$ cat src/rtl/micro_sequencer.sv
// Next-state generator for the microprogrammed control unit: one-cycle latency from inputs to State.
// Stall freezes State and the wait counter; jump/increment overflow and MOC wait timeout divert to FAULT_STATE.
module micro_sequencer #(
   parameter int STATE_W     = 7,
   parameter int FETCH_STATE = 1,
   parameter int RESET_STATE = 0,
   parameter int FAULT_STATE = 127,
   parameter int MAX_STATE   = 63,
   parameter int MOC_TIMEOUT = 15
) (
   input  logic               Clk,
   input  logic               Reset_n,
   input  logic [STATE_W-1:0] State_Sel,
   input  logic [2:0]         Next_Ctl,
   input  logic [STATE_W-1:0] Jump_Addr,
   input  logic [1:0]         Cond_Sel,
   input  logic               Cond_Inv,
   input  logic               Zero,
   input  logic               Neg,
   input  logic               MOC,
   input  logic               Cond_Ext,
   input  logic               Stall,
   output logic [STATE_W-1:0] State,
   output logic               Dispatched,
   output logic               Waiting,
   output logic               Fault
);

   localparam logic [2:0] NC_INC      = 3'd0;
   localparam logic [2:0] NC_DISPATCH = 3'd1;
   localparam logic [2:0] NC_JUMP     = 3'd2;
   localparam logic [2:0] NC_CJUMP    = 3'd3;
   localparam logic [2:0] NC_WAITMOC  = 3'd4;

   localparam logic [STATE_W-1:0] FETCH_S = STATE_W'(FETCH_STATE);
   localparam logic [STATE_W-1:0] RESET_S = STATE_W'(RESET_STATE);
   localparam logic [STATE_W-1:0] FAULT_S = STATE_W'(FAULT_STATE);
   localparam logic [STATE_W-1:0] MAX_S   = STATE_W'(MAX_STATE);
   localparam logic [7:0]         TMO     = 8'(MOC_TIMEOUT);

   logic [STATE_W-1:0] inc_state;
   logic [STATE_W-1:0] raw_next;
   logic               range_chk;
   logic               take_disp;
   logic               cond;
   logic               illegal;
   logic               timeout;
   logic               wait_miss;
   logic [7:0]         wait_cnt;

   always_comb begin
      inc_state = State + STATE_W'(1);
      raw_next  = inc_state;
      range_chk = 1'b1;
      take_disp = 1'b0;
      cond      = 1'b0;
      case (Cond_Sel)
         2'd0:    cond = Zero;
         2'd1:    cond = Neg;
         2'd2:    cond = MOC;
         default: cond = Cond_Ext;
      endcase
      case (Next_Ctl)
         NC_INC:      raw_next = inc_state;
         NC_DISPATCH: begin
            raw_next  = State_Sel;
            take_disp = 1'b1;
         end
         NC_JUMP:     raw_next = Jump_Addr;
         NC_CJUMP:    raw_next = (cond ^ Cond_Inv) ? Jump_Addr : inc_state;
         NC_WAITMOC:  raw_next = MOC ? inc_state : State;
         default: begin
            raw_next  = FETCH_S;
            range_chk = 1'b0;
         end
      endcase
      illegal   = range_chk && (raw_next > MAX_S) && (raw_next != FAULT_S);
      wait_miss = (Next_Ctl == NC_WAITMOC) && !MOC;
      // MOC arriving on the timeout edge suppresses the timeout via wait_miss
      timeout   = wait_miss && (wait_cnt == TMO);
   end

   assign Waiting = wait_miss;

   always_ff @(posedge Clk) begin
      if (!Reset_n) begin
         State      <= RESET_S;
         Dispatched <= 1'b0;
         Fault      <= 1'b0;
         wait_cnt   <= 8'd0;
      end else if (Stall) begin
         Dispatched <= 1'b0;
      end else begin
         Dispatched <= take_disp;
         if (timeout || illegal) begin
            State <= FAULT_S;
            Fault <= 1'b1;
         end else begin
            State <= raw_next;
         end
         wait_cnt <= (wait_miss && !timeout) ? wait_cnt + 8'd1 : 8'd0;
      end
   end

endmodule

$ cat config.mk
export PLATFORM = sky130hd
export DESIGN_NAME = micro_sequencer
export DESIGN_NICKNAME = d
export VERILOG_FILES = /design/src/rtl/micro_sequencer.sv
export SDC_FILE = /design/constraint.sdc
export NUM_CORES = 1
export LEC_CHECK = 0
export ABC_AREA = 0
export BUFFER_PORTS_ARGS = -buffer_cell sky130_fd_sc_hd__buf_4
export CORE_ASPECT_RATIO = 1.4
export CORE_MARGIN = 10
export CORE_UTILIZATION = 51
export DETAILED_ROUTE_END_ITERATION = 12
export MAX_ROUTING_LAYER = met4
export PLACE_DENSITY = 0.79
export SLEW_MARGIN = 20
export SYNTH_ARGS = -nofsm -noshare
export SYNTH_HDL_FRONTEND = slang
export SYNTH_SLANG_ARGS = --single-unit
$ cat constraint.sdc
create_clock -name Clk -period 2.6 [get_ports Clk]
set_input_delay 0.39 -clock Clk [delete_from_list [all_inputs] [get_ports Clk]]
set_output_delay 0.39 -clock Clk [all_outputs]
set_load 0.01 [all_outputs]
==> flow_metrics.py, run 1 <==
metrics = {
    "status": {
        "status": "finished, final reports clean",
    },
    "placed_design": {
        "place_ws_ns": 0.3429,
        "postPlaceCellArea_um2": 1528,
        "gp_congestion": 0.9286,
        "hpwl_um": 2999,
        "io_buffers": 36,
    },
    "clock_tree": {
        "cts_inserted_buffers": 3,
        "clk_latency_ns": 0.28,
        "clkSinkCount": 17,
        "htreeDepth": 1,
        "root_buffer": "clkbuf_4",
        "cts_tree": "done",
        "ctsHoldBuffers": 0,
        "clk_pin_slew_worst_paths_ns": 0.10,
        "cts_buffer_depth": 2,
        "cts_resized": 0,
        "cts_setup_buffers": 0,
    },
    "routing": {
        "ant_nets": 0,
        "viasPerCell": 6.190,
        "route.vias.total": 1337,
        "wl_um": 3602,
        "drt_iter0_drc": 53,
        "drc": 0,
        "first_pass_iters": 4,
        "routedWlPerCell_um": 16.68,
    },
    "yosys": {
        "syn_area_um2": 1257,
        "yosys_warnings": 0,
        "yosysUniqueCellTypes": 50,
        "syn_avg_cell_area_um2": 7.909,
        "yosys-top-cells-area": "dfxtp_1 27%, nor2_1 6.0%, xor2_1 4.9%, o21ai_0 4.0%, nor3_1 3.6%",
        "synthCells": 159,
        "synth_nets": 188,
        "ys_seq_elements": 17,
        "yosys.area.top_type": "dfxtp_1",
        "synth.top_cell.area_share_pct": 27.06,
        "seq_area_frac_synth_pct": 27.06,
    },
    "cells_and_area": {
        "area_growth_pct": 23.68,
        "nFillCells": 230,
        "fin_area_um2": 1555,
        "diodes": 0,
        "layout-drive-gt1-share_pct": 27.46,
        "final_core_util_pct": 65.77,
        "nNetsFinal": 223,
    },
    "global_routing": {
        "first_global_vias": 1368,
        "track_usage_pct": 14.93,
        "grt_first_pass_wirelength_um": 5692,
        "grt_max_degree": 16,
        "grt_overflow_total": 0,
        "antenna_found_initial": 0,
    },
    "sta": {
        "max_slew_margin_pct": 60.19,
        "tightest_slew_ns": 0.5926,
        "clock_skew_ns": 0.005936,
        "hold_slack_ns": 0.3969,
        "fin_ws_ns": 0.4098,
        "setup_viol": 0,
        "tns_ns": 0,
        "fin_crit_sh_pct": 84.24,
        "rsz0062_at_grt": "no",
        "slew_viol_final": 0,
        "fmax_mhz": 456.6,
        "min_period_ns": 2.190,
        "hold_viol": 0,
    },
    "critical_path": {
        "crit_family": "simple AND/OR/NAND/NOR gates",
        "crit_path_cell_trace": "ha_1 > and3_1 > nand4_1 > o211ai_1 > o221ai_1 > nor2_1 > a31oi_1",
        "end_kind": "flip-flop",
        "start_kind": "flip-flop",
        "slowest_stage": "dfxtp_1",
        "max_stage_delay_ns": 0.50,
        "crit_required_ns": 2.75,
        "crit_buf_inv": 0,
        "worstPathMaxFanout": 8,
        "worstPathArrival_ns": 2.34,
        "crit_type": "reg -> reg",
    },
    "floorplanning": {
        "ios": 37,
        "start_util_pct": 53.17,
        "coreArea_um2": 2365,
        "dieArea_um2": 4880,
        "rows": 21,
        "die_h_um": 78.75,
        "die_x_um": 61.97,
    },
    "job": {
        "max_cap_violations": 0,
    },
    "power_and_ir_drop": {
        "p_leak_nw": 0.6668,
        "power.density_nw_per_um2": 388.0,
        "peakVddDrop_uv": 323.0,
    },
    "worst_hold_path": {
        "min_path_type": "in -> reg",
    },
}
-- metrics by stage --
step / std cells / total power (W)
final: 216 / 0.0006034
after detailed placement: 212 / 0.0004711
after global placement: 212 / 0.0004653
after floorplan: 159 / 0.0003962
after CTS: 216 / 0.0006072
after global routing: 216 / 0.0006352
-- synthesized netlist by cell type, drive strengths merged --
| cell type | number |
|---|---|
| a21boi | 1 |
| a21o | 1 |
| a21oi | 6 |
| a221oi | 1 |
| a22o | 1 |
| a22oi | 2 |
| a31o | 1 |
| a31oi | 3 |
| a32oi | 4 |
| and2b | 1 |
| and3 | 7 |
| and3b | 1 |
| buf | 1 |
| clkbuf | 5 |
| dfxtp | 17 |
| dlymetal6s2s | 1 |
| ha | 2 |
| inv | 4 |
| mux2 | 2 |
| mux2i | 6 |
| nand2 | 8 |
| nand2b | 2 |
| nand3 | 7 |
| nand3b | 1 |
| nand4 | 2 |
| nor2 | 21 |
| nor2b | 4 |
| nor3 | 10 |
| nor3b | 1 |
| nor4 | 1 |
| nor4b | 1 |
| o211ai | 1 |
| o21a | 1 |
| o21ai | 10 |
| o221ai | 2 |
| o22a | 2 |
| o311a | 1 |
| o311ai | 1 |
| o31ai | 2 |
| o32a | 1 |
| or3 | 1 |
| xnor2 | 5 |
| xor2 | 7 |
-- area by class of cell --
cell class / instances / area (um^2) / share of cell area (%)
multi-input combinational: 131 / 865.8 / 55.67
sequential: 17 / 340.3 / 21.88
timing repair buffer: 37 / 277.8 / 17.86
tap: 23 / 28.78 / 1.850
clock buffer: 3 / 22.52 / 1.448
inverter: 4 / 15.01 / 0.9654
clock inverter: 1 / 5.005 / 0.3218
-- registers in the layout, summed over array words and instances (netlist names) --
name,cells
wait_cnt,8
State,7
Dispatched,1
Fault,1
-- logic make-up (layout without fill, tap and decap cells) --
group                      after synthesis  count (layout)  synth area share, %
and+or+nand+nor                         68              68                27.96
AOI/OAI and AO/OA                       41              41                23.09
DFF                                     17              17                27.06
xor gates and xnor gates                12              12                8.358
buffers and inverters                   11              45                4.079
muxes                                    8               8                7.463
adders and majority gates                2               2                1.990
-- worst register-to-register path, delay by kind of cell (launching register included) --
| kind | cells | cell delay [ns] |
|---|---|---|
| AOI/OAI and AO/OA | 3 | 0.51 |
| adders and majority gates | 1 | 0.27 |
| DFF | 1 | 0.50 |
| and+or+nand+nor | 3 | 0.76 |
-- path summary, 6_finish.rpt --
kind | startpoint | end | slack (ns) | depth (start not counted)
max | State[0]$_SDFFE_PN0N_ | State[4]$_SDFFE_PN0N_ | 0.41 | 7
min | Reset_n | Fault$_SDFFE_PN0P_ | 0.40 | 2
max reg2reg | State[0]$_SDFFE_PN0N_ | State[4]$_SDFFE_PN0N_ | 0.41 | 7
min reg2reg | wait_cnt[0]$_SDFFE_PN0N_ | wait_cnt[0]$_SDFFE_PN0N_ | 0.55 | 2
-- per-layer routing --
| layer | GRT usage, % | share of wire, % | up-vias |
|---|---|---|---|
| li1 | - | - | 657 |
| met1 | 13.12 | 34 | 624 |
| met5 | - | 0 | - |
| met2 | 28.29 | 55 | 50 |
| met3 | 3.025 | 8.4 | 6 |
| met4 | 6.951 | 1.9 | 0 |
-- layout by cell type, fill, tap and decap left out, types with 3 or more instances in the layout --
cell / count
inv_1: 4
nand3_1: 7
dfxtp_1: 17
a32oi_1: 4
nand2_1: 8
nor2b_1: 4
a21oi_1: 6
o21ai_0: 10
buf_4: 37
and3_1: 5
mux2i_1: 4
xor2_1: 7
clkbuf_4: 3
a31oi_1: 3
xnor2_1: 5
nor2_1: 20
nor3_1: 9
-- where the power goes --
part           internal (W)  switching, W
registers          0.000272     0.0000190
clock network     0.0000571     0.0000790
logic             0.0000876     0.0000889
total              0.000417      0.000187
(Power assumes the default switching activity.)
==> run 2: changes to the inputs <==
--- a/config.mk
+++ b/config.mk
@@ -9,10 +9,10 @@
 export BUFFER_PORTS_ARGS = -buffer_cell sky130_fd_sc_hd__buf_4
 export CORE_ASPECT_RATIO = 1.4
 export CORE_MARGIN = 10
-export CORE_UTILIZATION = 51
+export CORE_UTILIZATION = 46
 export DETAILED_ROUTE_END_ITERATION = 12
 export MAX_ROUTING_LAYER = met4
-export PLACE_DENSITY = 0.79
+export PLACE_DENSITY = 0.75
 export SLEW_MARGIN = 20
 export SYNTH_ARGS = -nofsm -noshare
 export SYNTH_HDL_FRONTEND = slang
==> constraint.sdc (replaced) <==
create_clock -name Clk -period 1.87 [get_ports Clk]
set_input_delay 0.2805 -clock Clk [delete_from_list [all_inputs] [get_ports Clk]]
set_output_delay 0.2805 -clock Clk [all_outputs]
set_load 0.01 [all_outputs]
==> flow_metrics.py, run 2 (synthesized netlist as in run 1, its figures left out) <==
metrics = {
    "clock_tree": {
        "clkSinkCount": 17,
        "cts_buffer_depth": 2,
        "root_buffer": "clkbuf_4",
        "cts_inserted_buffers": 3,
        "htreeDepth": 1,
        "clk_latency_ns": 0.29,
        "cts_tree": "done",
        "clk_pin_slew_worst_paths_ns": 0.09,
    },
    "sta": {
        "fmax_mhz": 549.6,
        "hold_viol": 0,
        "tightest_slew_ns": 0.3650,
        "min_period_ns": 1.820,
        "slew_viol_final": 0,
        "setup_viol": 0,
        "fin_ws_ns": 0.05047,
        "max_slew_margin_pct": 75.45,
        "fin_crit_sh_pct": 97.30,
        "clock_skew_ns": 0.002409,
    },
    "global_routing": {
        "grt_first_pass_wirelength_um": 6879,
        "grt_overflow_total": 0,
        "track_usage_pct": 15.98,
        "first_global_vias": 1519,
        "grt_max_degree": 12,
        "antenna_found_initial": 0,
    },
    "cells_and_area": {
        "regMostFlops": "wait_cnt",
        "layout-drive-gt1-share_pct": 40.91,
        "final_common_cell": "buf_4",
        "multiInputGateArea_um2": 922.1,
        "regArea_um2": 344.1,
        "area_growth_pct": 46.87,
        "nFillCells": 215,
        "diodes": 0,
        "final-instance-count-excl-fill": 256,
        "final_core_util_pct": 70.62,
        "fin_area_um2": 1847,
        "largest_reg_flops": 8,
        "nNetsFinal": 250,
        "top_regs": "wait_cnt x8, State x7",
        "layout_common_cells": "63 x buf_4, 19 x nor2_1, 14 x dfxtp_1",
    },
    "worst_hold_path": {
        "min_path_type": "in -> reg",
    },
    "placed_design": {
        "postPlaceCellArea_um2": 1763,
        "io_buffers": 36,
        "gp_congestion": 0.9558,
        "hpwl_um": 3375,
        "place_ws_ns": -0.2388,
        "post-place-cells": 252,
    },
    "critical_path": {
        "end_kind": "flip-flop",
        "start_kind": "input port",
        "crit_buf_inv": 1,
        "crit_path_cell_trace": "buf_4 > mux2i_2 > mux2_4 > o32a_1 > o31ai_2 > o31ai_1 > o311a_1",
        "worstPathMaxFanout": 4,
        "crit_family": "compound AO/OA/AOI/OAI gates",
        "crit_required_ns": 2.06,
        "crit_type": "in -> reg",
        "worstPathArrival_ns": 2.00,
        "slowest_stage": "o311a_1",
        "max_stage_delay_ns": 0.37,
    },
    "power_and_ir_drop": {
        "peakVddDrop_uv": 500.2,
        "p_switching_w": 0.0002919,
        "p_leak_nw": 0.8070,
        "pwr-share-comb_pct": 36.1,
        "sw_frac_of_total_pct": 31.43,
        "p_int_w": 0.0006368,
        "p_seq_share_pct": 42.9,
        "power.total_w": 0.0009287,
        "power.share.clock_pct": 21.0,
        "power.density_nw_per_um2": 502.9,
    },
    "floorplanning": {
        "ios": 37,
        "rows": 22,
        "coreArea_um2": 2615,
        "die_h_um": 81.86,
        "dieArea_um2": 5254,
        "start_util_pct": 48.09,
        "die_x_um": 64.19,
    },
    "routing": {
        "viasPerCell": 5.676,
        "drt_iter0_drc": 78,
        "first_pass_iters": 4,
        "route.vias.total": 1453,
        "drc": 0,
        "top_layer": "met4",
        "wl_um": 4253,
        "ant_nets": 0,
        "dr_wl_met2_um": 2309,
        "drt-met1-wl_um": 1592,
        "wl_met3_um": 247,
        "routedWlPerCell_um": 16.61,
    },
    "job": {
        "max_cap_violations": 0,
    },
    "status": {
        "status": "finished, final reports clean",
    },
}
run 2: cell count changes in the layout (fill, tap and decap cells not counted), moves of 2 or more:
cell and delta:
dfxtp_2 +3, mux2i_4 +2, o221ai_1 -2, dfxtp_1 -3, o221ai_2 +2, buf_4 +26
run 2: worst paths after layout:
kind	start	endpoint	slack, ns	cells after the start
setup reg to reg	wait_cnt[0]$_SDFFE_PN0N_	Fault$_SDFFE_PN0P_	0.06	7
hold reg to reg	wait_cnt[7]$_SDFFE_PN0N_	wait_cnt[7]$_SDFFE_PN0N_	0.54	2
hold / removal	Reset_n	State[0]$_SDFFE_PN0N_	0.28	3
setup / recovery	Cond_Sel[1]	Fault$_SDFFE_PN0P_	0.05	7
run 2: area by class of cell:
| class | count | area share (%) |
|---|---|---|
| clock inverter | 1 | 0.2710 |
| multi-input combinational | 131 | 49.93 |
| tap | 36 | 2.439 |
| clock buffer | 3 | 1.220 |
| timing repair buffer | 64 | 26.69 |
| inverter | 4 | 0.8130 |
| sequential | 17 | 18.63 |
run 2: routing by layer:
layer	global-route usage (%)	vias to the layer above
met3	2.452	14
met4	6.652	0
met2	30.64	68
met1	15.66	660
met5	-	-
li1	-	711
run 2: worst reg2reg max path, delay by kind of cell (launching register included):
kind / cells / cell delay [ns]
compound gates: 3 / 0.68
simple gates: 2 / 0.32
flops: 1 / 0.35
fa+ha+maj: 1 / 0.23
buf+inv: 1 / 0.12
run 2: timing repair:
action,CTS,global route
gates resized for setup,2,12
hold buffers,0,0
pin swaps,1,2
buffers inserted,0,0
setup endpoints to repair,1,7
run 2: metrics by stage:
| step | hold slack, ns | TNS [ns] |
|---|---|---|
| after global placement | 0.5004 | -0.3305 |
| after CTS | 0.2821 | 0 |
| final | 0.2835 | 0 |
| after global routing | 0.2907 | -0.006131 |
| after detailed placement | 0.5121 | -0.4790 |
| after floorplan | 0.4794 | 0 |
run 2: power by group through the flow:
stage	logic (W)	clock network [W]	registers (W)
CTS	0.000319	0.000196	0.000394
floorplan	0.000140	0	0.000411
detailed placement	0.000314	0	0.000403
finish	0.000336	0.000195	0.000398
global placement	0.000307	0	0.000402
global route	0.000362	0.000209	0.000402
